[config.mk]
export PLATFORM = sky130hd
export DESIGN_NAME = spi_flash_responder
export DESIGN_NICKNAME = d
export VERILOG_FILES = /design/src/rtl/spi_flash_responder.sv
export SDC_FILE = /design/constraint.sdc
export NUM_CORES = 1
export LEC_CHECK = 0
export BUFFER_PORTS_ARGS = -buffer_cell sky130_fd_sc_hd__buf_2
export CAP_MARGIN = 20
export CORE_ASPECT_RATIO = 1.25
export CORE_MARGIN = 2
export CORE_UTILIZATION = 54
export DETAILED_ROUTE_END_ITERATION = 16
export PLACE_DENSITY = 0.85
export SLEW_MARGIN = 20
export SYNTH_ARGS = -nofsm -noshare
export SYNTH_HDL_FRONTEND = slang
export SYNTH_SLANG_ARGS = --single-unit
[constraint.sdc]
create_clock -name clk_i -period 2.7 [get_ports clk_i]
set_input_delay 0.135 -clock clk_i [delete_from_list [all_inputs] [get_ports clk_i]]
set_output_delay 0.135 -clock clk_i [all_outputs]
set_load 0.02 [all_outputs]
[src/rtl/spi_flash_responder.sv]
// SPI mode-0 target emulating the read side of a serial NOR flash.
// All SPI pins are oversampled in clk_i. Supports READ (0x03) with a one-byte
// prefetch buffer and JEDEC ID (0x9F). Any other command is ignored until cs rises.
module spi_flash_responder #(
  parameter int unsigned ADDR_WIDTH  = 24,
  parameter int unsigned SYNC_STAGES = 2,
  parameter logic [23:0] JEDEC_ID    = 24'hEF4018
) (
  input  logic                  clk_i,
  input  logic                  reset,
  input  logic                  sck,
  input  logic                  cs,
  input  logic                  sdi,
  output logic                  sdo,
  output logic                  sdo_en,
  output logic                  mem_req,
  output logic [ADDR_WIDTH-1:0] mem_addr,
  input  logic [7:0]            mem_rdata,
  output logic                  active
);

  typedef enum logic [2:0] {StIdle, StCmd, StAddr, StData, StId, StIgnore} state_e;

  localparam logic [ADDR_WIDTH-1:0] AddrOne = {{(ADDR_WIDTH-1){1'b0}}, 1'b1};

  logic [SYNC_STAGES-1:0] sck_sync_q, cs_sync_q, sdi_sync_q;
  logic                   sck_d_q;
  logic                   sck_s, cs_s, sdi_s;
  logic                   sck_rise, sck_fall, abort;

  state_e      state_q;
  logic [4:0]  bit_cnt_q;
  logic [2:0]  out_cnt_q;
  logic [6:0]  cmd_sh_q;
  logic [22:0] addr_sh_q;
  logic [6:0]  out_sh_q;
  logic [7:0]  nxt_byte_q;
  logic        cap_q;
  logic [1:0]  id_idx_q;

  logic [7:0]  cmd_next;
  logic [23:0] addr_next;
  logic [7:0]  id_byte;

  // Synchronizers for the SPI pins plus one delayed sck copy for edge detect
  always_ff @(posedge clk_i or posedge reset) begin
    if (reset) begin
      sck_sync_q <= '0;
      cs_sync_q  <= '1;
      sdi_sync_q <= '0;
      sck_d_q    <= 1'b0;
    end else begin
      sck_sync_q <= {sck_sync_q[SYNC_STAGES-2:0], sck};
      cs_sync_q  <= {cs_sync_q[SYNC_STAGES-2:0], cs};
      sdi_sync_q <= {sdi_sync_q[SYNC_STAGES-2:0], sdi};
      sck_d_q    <= sck_s;
    end
  end

  assign sck_s     = sck_sync_q[SYNC_STAGES-1];
  assign cs_s      = cs_sync_q[SYNC_STAGES-1];
  assign sdi_s     = sdi_sync_q[SYNC_STAGES-1];
  assign sck_rise  = sck_s & ~sck_d_q;
  assign sck_fall  = ~sck_s & sck_d_q;
  // cs high outside IDLE ends the transaction and outranks any sck edge
  assign abort     = (state_q != StIdle) && cs_s;
  assign cmd_next  = {cmd_sh_q, sdi_s};
  assign addr_next = {addr_sh_q, sdi_s};

  // Select the ID byte to send next; 0x00 once the three ID bytes are out
  always_comb begin
    id_byte = 8'h00;
    case (id_idx_q)
      2'd0:    id_byte = JEDEC_ID[23:16];
      2'd1:    id_byte = JEDEC_ID[15:8];
      2'd2:    id_byte = JEDEC_ID[7:0];
      default: id_byte = 8'h00;
    endcase
  end

  // Protocol FSM with registered outputs
  always_ff @(posedge clk_i or posedge reset) begin
    if (reset) begin
      state_q    <= StIdle;
      bit_cnt_q  <= '0;
      out_cnt_q  <= '0;
      cmd_sh_q   <= '0;
      addr_sh_q  <= '0;
      out_sh_q   <= '0;
      nxt_byte_q <= '0;
      cap_q      <= 1'b0;
      id_idx_q   <= '0;
      sdo        <= 1'b0;
      sdo_en     <= 1'b0;
      mem_req    <= 1'b0;
      mem_addr   <= '0;
      active     <= 1'b0;
    end else begin
      active  <= ~cs_s;
      mem_req <= 1'b0;
      // Read data is valid the cycle after mem_req; capture it then
      cap_q   <= mem_req;
      if (cap_q && !abort) nxt_byte_q <= mem_rdata;

      if (abort) begin
        state_q   <= StIdle;
        bit_cnt_q <= '0;
        out_cnt_q <= '0;
        cmd_sh_q  <= '0;
        addr_sh_q <= '0;
        out_sh_q  <= '0;
        id_idx_q  <= '0;
        cap_q     <= 1'b0;
        sdo       <= 1'b0;
        sdo_en    <= 1'b0;
        mem_req   <= 1'b0;
      end else begin
        case (state_q)
          StIdle: begin
            if (!cs_s) begin
              state_q   <= StCmd;
              bit_cnt_q <= '0;
            end
          end
          StCmd: begin
            if (sck_rise) begin
              cmd_sh_q  <= cmd_next[6:0];
              bit_cnt_q <= bit_cnt_q + 5'd1;
              if (bit_cnt_q == 5'd7) begin
                bit_cnt_q <= '0;
                case (cmd_next)
                  8'h03: state_q <= StAddr;
                  8'h9F: begin
                    state_q   <= StId;
                    sdo_en    <= 1'b1;
                    out_cnt_q <= '0;
                    id_idx_q  <= '0;
                  end
                  default: state_q <= StIgnore;
                endcase
              end
            end
          end
          StAddr: begin
            if (sck_rise) begin
              addr_sh_q <= addr_next[22:0];
              bit_cnt_q <= bit_cnt_q + 5'd1;
              if (bit_cnt_q == 5'd23) begin
                bit_cnt_q <= '0;
                mem_addr  <= addr_next[ADDR_WIDTH-1:0];
                mem_req   <= 1'b1;
                sdo_en    <= 1'b1;
                out_cnt_q <= '0;
                state_q   <= StData;
              end
            end
          end
          StData: begin
            if (sck_fall) begin
              out_cnt_q <= out_cnt_q + 3'd1;
              if (out_cnt_q == 3'd0) begin
                // Byte boundary: emit buffered byte and prefetch the next one
                sdo      <= nxt_byte_q[7];
                out_sh_q <= nxt_byte_q[6:0];
                mem_addr <= mem_addr + AddrOne;
                mem_req  <= 1'b1;
              end else begin
                sdo      <= out_sh_q[6];
                out_sh_q <= {out_sh_q[5:0], 1'b0};
              end
            end
          end
          StId: begin
            if (sck_fall) begin
              out_cnt_q <= out_cnt_q + 3'd1;
              if (out_cnt_q == 3'd0) begin
                sdo      <= id_byte[7];
                out_sh_q <= id_byte[6:0];
                if (id_idx_q != 2'd3) id_idx_q <= id_idx_q + 2'd1;
              end else begin
                sdo      <= out_sh_q[6];
                out_sh_q <= {out_sh_q[5:0], 1'b0};
              end
            end
          end
          StIgnore: begin
            sdo    <= 1'b0;
            sdo_en <= 1'b0;
          end
          default: state_q <= StIdle;
        endcase
      end
    end
  end

endmodule
==> impl_metrics.yaml <==
run_status:
  outcome: "finished clean"
detailed_routing:
  vias: 4419
  routed_wirelength_um: 12300
  drtAntennaViolNets: 0
  drc: 0
  drt_iter0_drc: 279
  firstDrtPassIters: 5
  post_drt_via_cell_ratio: 6.22
  post_drt_wl_per_cell_um: 17.3
synth:
  ys_dominant_reg_cell: "dfrtp_1"
  syn_area_per_cell_um2: 9.01
  ys_warns: 0
  share_of_the_yosys_chip_area_belonging_to_registers_pct: 47.5
  synth.distinct_cells: 73
  yosys_register_bits: 94
  mappedNetlistArea_um2: 4960
  syn-instance-count: 550
  synth-edff-count: 0
  synthesis.nets: 573
  async_flop_share_pct: 100
clock_network:
  h-tree-depth: 3
  worstSkewPairLatency_ns: 0.35
  path_clk_slew_ns: 0.07
  numCtsBuffers: 9
  root_buffer_cell: "clkbuf_16"
  tritoncts_clock_tree: "built"
  cts_num_sinks: 94
  postCtsSetupBuffers: 0
  clock_path_buffers: 2
die:
  num_io_pins: 41
  floorplan.die_area_um2: 9960
  die_width_um: 89.7
  fp-row-count: 39
  floorplan.die.height_um: 111
  design.core.area_um2: 9030
  start_util_pct: 54.9
global_route:
  grtUsageMet3_pct: 5.06
  gr-usage-all-layers_pct: 26.9
  gr-max-usage-layer: "met2"
  groute.layer.met2.usage_pct: 43.2
  grt_pass1_wl_um: 21100
  antenna_found_initial: 0
  overflow_left_after_global_routing: 0
  grt_use_met1_pct: 35.1
  first_global_vias: 4393
  grt_start_max_net_pins: 95
place:
  place.detailed.instances: 691
  detailed_place.area_um2: 5270
  gp_weighted_congestion: 0.933
  detailed_place_hpwl_um: 8010
  port_buffers: 40
final_layout:
  number_of_nets_in_the_final_layout: 606
  layout.core_utilization_pct: 62.9
  final.fill_count: 707
  leading_cell_types_in_the_layout_fill_and_taps_excluded: "101 x nand2_1, 92 x dfrtp_1, 69 x a21oi_1, 40 x buf_2, 36 x o21ai_0"
  post-route-cell-area_um2: 5680
  num_antenna_cells: 0
  layout_commonest_cell: "nand2_1"
  area_taken_by_multi_input_logic_gates_um2: 2410
  post_route_cells_drive_above_1_share_pct: 16.7
  register_area_um2: 2350
  instances_no_fill: 711
  areaGrowthSynthToFinish_pct: 14.6
power_and_ir_drop:
  p_per_area_nw_per_um2: 763
  vdd.ir_drop.worst_mv: 0.423
  power.leakage_uw: 0.00244
min_path:
  hp-class: "in2reg"
  hp-start: "mem_rdata[6]"
timing:
  setup-violations-final: 0
  min_period_over_period_pct: 88.2
  final-hold-violation-count: 0
  max_freq_mhz: 420
  worstMarginPinSlew_ns: 0.679
  fin_worst_skew_ns: 0.00895
  slew_violations: 0
  grt_setup_unrepaired: "no"
  final.setup.tns_ns: 0
  post_route_minimum_period_ns: 2.38
  max_slew_margin_pct: 54.3
worst_setup_path:
  timing_startpoint_of_the_critical_path: "bit_cnt_q[0]$_DFFE_PP0P_"
  r2r-start: "bit_cnt_q[0]$_DFFE_PP0P_"
  worst_path_max_delay_cell: "or3_4"
  cp_max_fo: 25
  worst_setup_path_start_kind: "flop"
  worst_ep_arrival_time_ns: 2.65
  required_ns: 2.96
  timing.critical_path.to_type: "flop"
  worst_path_largest_cell_delay_ns: 0.43
  critical_path_class: "reg2reg"
  cp_cell_sequence: "ha_1 -> and4b_1 -> a32oi_1 -> or3_4 -> clkinv_2 -> buf_4 -> o21ai_0 -> mux2i_1"
flow_run:
  drv.max_cap_violation_count: 0
cells by family after synthesis:
family	Yosys count	synth area share [%]
AO/OA/AOI/OAI	164	20.5
AND/OR/NAND/NOR	223	22.4
flip-flops	94	47.5
adder cells (fa/ha/maj)	11	2.73
buffers and inverters	45	3.96
multiplexers	13	2.85
flip-flops by register name, indices dropped and copies added (netlist names):
register    count
bit_cnt_q       5
sdo_en          1
cap_q           1
sdo             1
out_sh_q        7
out_cnt_q       3
sdi_sync_q      2
sck_d_q         1
mem_req         1
id_idx_q        2
nxt_byte_q      8
active          1
mem_addr       24
cmd_sh_q        7
addr_sh_q      23
state_q         3
sck_sync_q      2
cs_sync_q       2
synth_stat cells, types with 8 or more instances:
master / count / area share [%]
nor2_1: 26 / 2.0
nand3_1: 24 / 2.4
nor3_1: 12 / 1.2
nand2_1: 101 / 7.6
clkbuf_1: 19 / 1.4
buf_2: 8 / 0.81
dfrtp_1: 92 / 46
mux2_2: 9 / 2.0
a21oi_1: 69 / 7.0
o21ai_0: 36 / 3.6
ha_1: 10 / 2.5
nand2b_1: 9 / 1.1
inv_1: 9 / 0.68
layer usage:
metal / up-vias / routed length (um)
met5: - / 0
met4: 0 / 394
met3: 35 / 631
met2: 159 / 6300
met1: 2162 / 4970
li1: 2063 / -
per-stage QoR:
step	hold WS [ns]	worst slack (ns)	power, uW
2_1_floorplan	0.139	0.120	2460
3_3_place_gp	0.243	0.513	2690
3_5_place_dp	0.245	0.377	2750
4_1_cts	0.0205	0.344	4330
5_1_grt	0.0183	0.0986	4540
6_report	0.0220	0.318	4340
final timing paths:
kind                                              to  slack [ns]  cells past startpoint
min in group asynchronous   out_cnt_q[1]$_DFFE_PP0P_        0.49                      4
max in group asynchronous     cs_sync_q[0]$_DFF_PP1_        1.84                      4
hold reg to reg              sdi_sync_q[1]$_DFF_PP0_        0.35                      0
setup reg to reg             mem_addr[0]$_DFFE_PP0P_        0.32                      8
setup / recovery             mem_addr[0]$_DFFE_PP0P_        0.32                      8
hold / removal             nxt_byte_q[6]$_DFFE_PP0P_        0.02                      2
where the power goes:
group	switching [uW]	internal, uW
Sequential	167	1540
Combinational	676	382
Clock	546	1020
Total	1390	2950
repair_timing:
item,in CTS,in global routing
gates resized for setup,0,0
setup endpoints to repair,0,0
endpoints found under the hold margin,95,0
hold buffers,4,0
critical path, delay by kind of cell, from the launching register on:
family	cells	cell delay, ns
buffers and inverters	2	0.51
AND/OR/NAND/NOR	2	0.78
multiplexers	1	0.15
flip-flops	1	0.40
AO/OA/AOI/OAI	2	0.18
adder cells (fa/ha/maj)	1	0.26
cell type report:
class                      count  area share, %
clock buffer                  10           4.21
clock inverter                 6           2.34
inverter                      11          0.771
multi-input combinational    411           42.5
sequential                    94           41.5
tap                          123           2.71
timing repair buffer          56           6.04
Power figures use the tool's default switching activity.
